==> src/rtl/bcd_pkg.sv <==
// Shared constants for the BCD counter: digit width, largest digit value and
// the run/stop state encoding, plus a nibble validity helper.
package bcd_pkg;

  localparam int                 BCD_W   = 4;
  localparam logic [BCD_W-1:0]   BCD_MAX = 4'd9;

  localparam logic STOP = 1'b0;
  localparam logic RUN  = 1'b1;

  typedef enum logic {
    ST_STOP = STOP,
    ST_RUN  = RUN
  } state_e;

  function automatic logic bcd_ok(input logic [BCD_W-1:0] nib);
    return (nib <= BCD_MAX);
  endfunction

endpackage

==> src/rtl/bcd_digit.sv <==
// One BCD digit register. Steps when enabled and the carry/borrow from the
// lower digit is present; o_cout signals that this digit rolls over too.
module bcd_digit
  import bcd_pkg::*;
(
  input  logic             i_clk,
  input  logic             i_rst_n,
  input  logic             i_clear,
  input  logic             i_load,
  input  logic [BCD_W-1:0] i_load_val,
  input  logic             i_step,
  input  logic             i_dir,
  input  logic             i_cin,
  output logic             o_cout,
  output logic [BCD_W-1:0] o_digit
);

  logic [BCD_W-1:0] r_digit;
  logic [BCD_W-1:0] w_next;
  logic             w_edge;

  // Digit sits at the rollover point for the current direction.
  assign w_edge = i_dir ? (r_digit == '0) : (r_digit == BCD_MAX);
  assign o_cout = i_cin & w_edge;

  always_comb begin
    w_next = r_digit;
    if (i_dir) begin
      w_next = w_edge ? BCD_MAX : (r_digit - 4'd1);
    end else begin
      w_next = w_edge ? '0 : (r_digit + 4'd1);
    end
  end

  always_ff @(posedge i_clk or negedge i_rst_n) begin
    if (!i_rst_n) begin
      r_digit <= '0;
    end else if (i_clear) begin
      r_digit <= '0;
    end else if (i_load) begin
      r_digit <= i_load_val;
    end else if (i_step && i_cin) begin
      r_digit <= w_next;
    end
  end

  assign o_digit = r_digit;

endmodule

==> src/rtl/bcd_counter_n.sv <==
// NDIGITS-digit BCD up/down counter with run/stop FSM and prescaled tick.
// Define BCD_COUNTER_SATURATE_EN to hold at 9..9 / 0..0 instead of wrapping.
module bcd_counter_n
  import bcd_pkg::*;
#(
  parameter int NDIGITS  = 4,
  parameter int PRESCALE = 50000000
) (
  input  logic                   CLK,
  input  logic                   RST_N,
  input  logic                   run_tgl,
  input  logic                   dir_tgl,
  input  logic                   clear,
  input  logic                   load,
  input  logic [4*NDIGITS-1:0]   load_value,
  output logic [4*NDIGITS-1:0]   digits,
  output logic                   running,
  output logic                   direction,
  output logic                   tick,
  output logic                   wrap,
  output logic                   load_err
);

  localparam int             PW   = $clog2(PRESCALE);
  localparam logic [PW-1:0]  PMAX = PW'(PRESCALE - 1);

  state_e          r_state;
  state_e          w_state_nxt;
  logic [PW-1:0]   r_presc;
  logic            r_dir;
  logic            r_load_err;
  logic            w_load_valid;
  logic            w_load_ok;
  logic            w_presc_done;
  logic            w_tick;
  logic            w_step;
  logic [NDIGITS:0] w_carry;

  // FSM: state register
  always_ff @(posedge CLK or negedge RST_N) begin
    if (!RST_N) begin
      r_state <= ST_STOP;
    end else begin
      r_state <= w_state_nxt;
    end
  end

  // FSM: next state
  always_comb begin
    w_state_nxt = r_state;
    if (run_tgl) begin
      case (r_state)
        ST_STOP: w_state_nxt = ST_RUN;
        ST_RUN:  w_state_nxt = ST_STOP;
        default: w_state_nxt = ST_STOP;
      endcase
    end
  end

  // FSM: outputs
  always_comb begin
    running = (r_state == ST_RUN);
  end

  always_comb begin
    w_load_valid = 1'b1;
    for (int d = 0; d < NDIGITS; d++) begin
      if (!bcd_ok(load_value[d*BCD_W +: BCD_W])) begin
        w_load_valid = 1'b0;
      end
    end
  end

  assign w_load_ok    = load & ~clear & w_load_valid;
  assign w_presc_done = (r_state == ST_RUN) && (r_presc == PMAX);
  // clear and load outrank the count step; the suppressed tick is not shown.
  assign w_tick       = w_presc_done & ~clear & ~load;

  always_ff @(posedge CLK or negedge RST_N) begin
    if (!RST_N) begin
      r_presc <= '0;
    end else if ((r_state != ST_RUN) || (w_state_nxt != ST_RUN) ||
                 clear || load || w_presc_done) begin
      r_presc <= '0;
    end else begin
      r_presc <= r_presc + 1'b1;
    end
  end

  always_ff @(posedge CLK or negedge RST_N) begin
    if (!RST_N) begin
      r_dir      <= 1'b0;
      r_load_err <= 1'b0;
    end else begin
      if (dir_tgl) begin
        r_dir <= ~r_dir;
      end
      r_load_err <= load & ~clear & ~w_load_valid;
    end
  end

  assign w_carry[0] = 1'b1;

`ifdef BCD_COUNTER_SATURATE_EN
  // Carry out of the top digit means the whole word sits at its limit.
  assign w_step = w_tick & ~w_carry[NDIGITS];
  assign wrap   = 1'b0;
`else
  assign w_step = w_tick;
  assign wrap   = w_tick & w_carry[NDIGITS];
`endif

  for (genvar g = 0; g < NDIGITS; g++) begin : g_digit
    bcd_digit u_digit (
      .i_clk      (CLK),
      .i_rst_n    (RST_N),
      .i_clear    (clear),
      .i_load     (w_load_ok),
      .i_load_val (load_value[g*BCD_W +: BCD_W]),
      .i_step     (w_step),
      .i_dir      (r_dir),
      .i_cin      (w_carry[g]),
      .o_cout     (w_carry[g+1]),
      .o_digit    (digits[g*BCD_W +: BCD_W])
    );
  end

  assign tick      = w_tick;
  assign direction = r_dir;
  assign load_err  = r_load_err;

endmodule
==> config.mk <==
export PLATFORM = sky130hd
export DESIGN_NAME = bcd_counter_n
export DESIGN_NICKNAME = d
export VERILOG_FILES = /design/src/rtl/bcd_pkg.sv /design/src/rtl/bcd_digit.sv /design/src/rtl/bcd_counter_n.sv
export SDC_FILE = /design/constraint.sdc
export NUM_CORES = 1
export LEC_CHECK = 0
export ABC_CLOCK_PERIOD_IN_PS = 2800
export BUFFER_PORTS_ARGS = -buffer_cell sky130_fd_sc_hd__buf_2
export CAP_MARGIN = 10
export CORE_UTILIZATION = 50
export DETAILED_ROUTE_END_ITERATION = 10
export HOLD_SLACK_MARGIN = 0.1
export PLACE_DENSITY_LB_ADDON = 0.05
export SYNTH_ARGS = -nofsm -noshare
export SYNTH_HDL_FRONTEND = slang
export SYNTH_SLANG_ARGS = --single-unit
==> constraint.sdc <==
create_clock -name CLK -period 2.8 [get_ports CLK]
set_input_delay 0 -clock CLK [delete_from_list [all_inputs] [get_ports CLK]]
set_output_delay 0 -clock CLK [all_outputs]
set_load 0.02 [all_outputs]
==> results.py <==
metrics = {
    "layout": {
        "drive_above_1_share_pct": 20.88,
        "layout-area-overhead-vs-synth_pct": 17.02,
        "fin_area_sq_um": 3707,
        "post_layout_nets": 423,
        "multi_input_combinational_cell_area_sq_um": 1866,
        "register_area_sq_um": 1126,
        "fillers": 555,
        "utilization_pct": 61.52,
        "antennaDiodeCount": 0,
    },
    "grt": {
        "wire_length_of_the_first_global_routing_pass_mm": 11.59,
        "grt.overflow.total": 0,
        "globalRouteTotalUtil_pct": 22.76,
        "grt_antenna_before_repair": 0,
        "largest_net_degree_at_the_start_of_global_routing": 46,
        "grt_pass1_vias": 2481,
    },
    "pwr": {
        "power_density_nw_per_um2": 734.1,
        "p_leak_nw": 1.620,
        "totalPowerFinal_mw": 2.722,
        "ir_worst_vdd_mv": 0.5026,
    },
    "cts": {
        "cts.htree.levels": 2,
        "post-cts-setup-buffers": 0,
        "postCtsResizedCells": 0,
        "cts-root-buf": "clkbuf_8",
        "clkLatencyLatePin_ns": 0.29,
        "tritoncts": "built",
        "post_cts_hold_buffer_count": 17,
        "clk_transition_reported_paths_ns": 0.09,
        "cts.sink_count": 45,
        "clock_tree.buffer_depth": 2,
        "cts_made_buffers": 5,
    },
    "timing": {
        "report.final.slew_viol_count": 0,
        "fmax_mhz": 446.0,
        "slew-limit-headroom_pct": 30.86,
        "fin_skew_ns": 0.009460,
        "timing_hold_violations_final": 0,
        "tightest_slew_ns": 1.037,
        "fin_crit_sh_pct": 80.08,
        "min_period_ns": 2.242,
        "timing.setup.tns_ns": 0,
        "timing.final.setup_violations": 0,
        "rsz_0062_raised_after_global_routing": "no",
    },
    "logic_synthesis": {
        "post-synth-top-count-cell": "dfrtp_1",
        "postSynthRegisterBits": 45,
        "synth.distinct_cells": 63,
        "yosysWarnings": 0,
        "synth_ff_type": "dfrtp_1",
        "syn_area_per_cell_sq_um": 9.571,
        "synth_edf_count": 0,
        "netlist_instances": 331,
        "synth_area_sq_um": 3168,
        "yosysSeqAreaShare_pct": 35.55,
        "synth.area.top_cells": "dfrtp_1 36%, ha_1 5.5%, xnor2_1 5.5%, xor2_1 3.9%, nor2_1 3.8%",
        "synthesis.nets": 367,
        "asyncSetResetFlopFracSynth_pct": 100.0,
        "synth_top_area_cell": "dfrtp_1",
        "synth_common_cells": "45 x dfrtp_1, 32 x nor2_1, 26 x inv_1",
        "yosys.area.top_type_share_pct": 35.55,
    },
    "run": {
        "max_cap_viol_count": 0,
    },
    "worst_setup_path": {
        "cp.required_ns": 2.80,
        "cp-end-kind": "primary output",
        "path_cells": "inv_1, ha_1, nor4bb_1, a41oi_2, nor3_2, and3_1, buf_2",
        "slowest_delay_ns": 0.48,
        "cpLargestDelayFamily": "simple AND/OR/NAND/NOR gates",
        "critical_path.max_fanout": 9,
        "critical_path_arrival_ns": 2.24,
        "critPathKind": "reg2out",
        "worst_setup_path_start_kind": "flop",
        "worst_path_bufs_invs": 2,
        "cpMaxStageDelayCell": "dfrtp_1",
    },
    "route": {
        "ant_nets": 0,
        "vias_per_cell": 5.639,
        "route.detailed.wl_per_inst_um": 15.11,
        "overall_via_count_from_detail_route": 2611,
        "drt_first_pass_iters": 4,
        "drt_wl_total_mm": 6.995,
        "drt_iter0_drc": 127,
        "remaining_drc_errors": 0,
    },
    "place": {
        "globalplace.congestion": 0.8650,
        "post-dp-hpwl_mm": 4.984,
        "placed_cell_area_sq_um": 3421,
        "buffer_ports.inserted": 42,
    },
    "floorplanning": {
        "vertical_die_dimension_um": 81.60,
        "num_io_pins": 43,
        "floorplan.die.width_um": 81.60,
        "core_area_sq_um": 6026,
        "row_count": 28,
        "floorplan.initialDensity_pct": 52.57,
        "fp.dieArea_sq_um": 6659,
    },
    "hold_path": {
        "hp-class": "in2reg",
    },
    "outcome": {
        "run_status": "finished, final reports clean",
    },
}
## worst min-delay path, stage by stage
cell and delay, ns:
buf_2 0.11, inv_1 0.05, a31oi_1 0.07, o31ai_1 0.08
a21oi_1 0.07
## area by class of cell
type | instances | area share (%)
multi-input combinational | 246 | 50.32
sequential | 45 | 30.37
timing repair buffer | 62 | 10.87
inverter | 27 | 2.767
tap | 75 | 2.531
clock buffer | 7 | 2.329
clock inverter | 1 | 0.8100
## logic make-up (layout without fill, tap and decap cells)
logic type | Yosys count | count (layout) | share of synthesized area, %
simple gates | 119 | 119 | 22.99
compound gates | 62 | 62 | 14.26
flops | 45 | 45 | 35.55
buf+inv | 40 | 97 | 5.568
xor+xnor | 34 | 34 | 9.400
mux | 17 | 17 | 6.714
fa+ha+maj | 14 | 14 | 5.529
## layer usage
layer	up-vias	global-route usage [%]	routed length, um	part of all wire [%]
met1	1240	29.20	3098	44
li1	1290	-	-	-
met4	0	8.421	114	1.6
met2	69	38.75	3478	50
met3	12	3.333	304	4.3
met5	-	0	0	0
## placed cells by master (no fill, tap or decap), types with 9 or more instances in the layout
cell type / n
inv_1: 26
dlygate4sd3_1: 17
buf_2: 42
o21ai_0: 9
mux2i_1: 10
nand2_1: 17
dfrtp_1: 45
xor2_1: 14
a21oi_1: 12
ha_1: 14
nand3_1: 10
xnor2_1: 20
nor2_1: 32
## sequential cells by signal (all words and copies together) (netlist names)
| register | flops |
|---|---|
| r_presc | 26 |
| g_digit.u_digit.o_digit | 16 |
| direction | 1 |
| load_err | 1 |
| running | 1 |
## through the flow
step | hold WS, ns | setup WS [ns] | instances
after floorplan | -0.2956 | 0.7494 | 331
after global placement | 0.1861 | 0.7312 | 438
after detailed placement | 0.1887 | 0.6578 | 438
after CTS | 0.1177 | 0.5553 | 463
after global routing | 0.1586 | 0.3391 | 463
final | 0.1125 | 0.5579 | 463
## worst paths after layout
kind                                                from                            end  slack, ns  cells past startpoint
setup reg to reg           g_digit[0].u_digit.o_digit[0]  g_digit[3].u_digit.o_digit[1]       0.66                      7
hold / removal                             load_value[3]  g_digit[0].u_digit.o_digit[3]       0.11                      5
max in group asynchronous                          RST_N                    r_presc[22]       1.73                      2
setup / recovery           g_digit[0].u_digit.o_digit[0]                           wrap       0.56                      7
min in group asynchronous                          RST_N                     r_presc[0]       0.43                      2
hold reg to reg                               r_presc[0]                     r_presc[0]       0.49                      1
## power by group
part	leakage [nW]	switching, mW	internal [mW]
Clock	0.0585	0.228	0.291
Combinational	0.957	0.667	0.571
Sequential	0.605	0.214	0.749
Power figures use the tool's default switching activity.
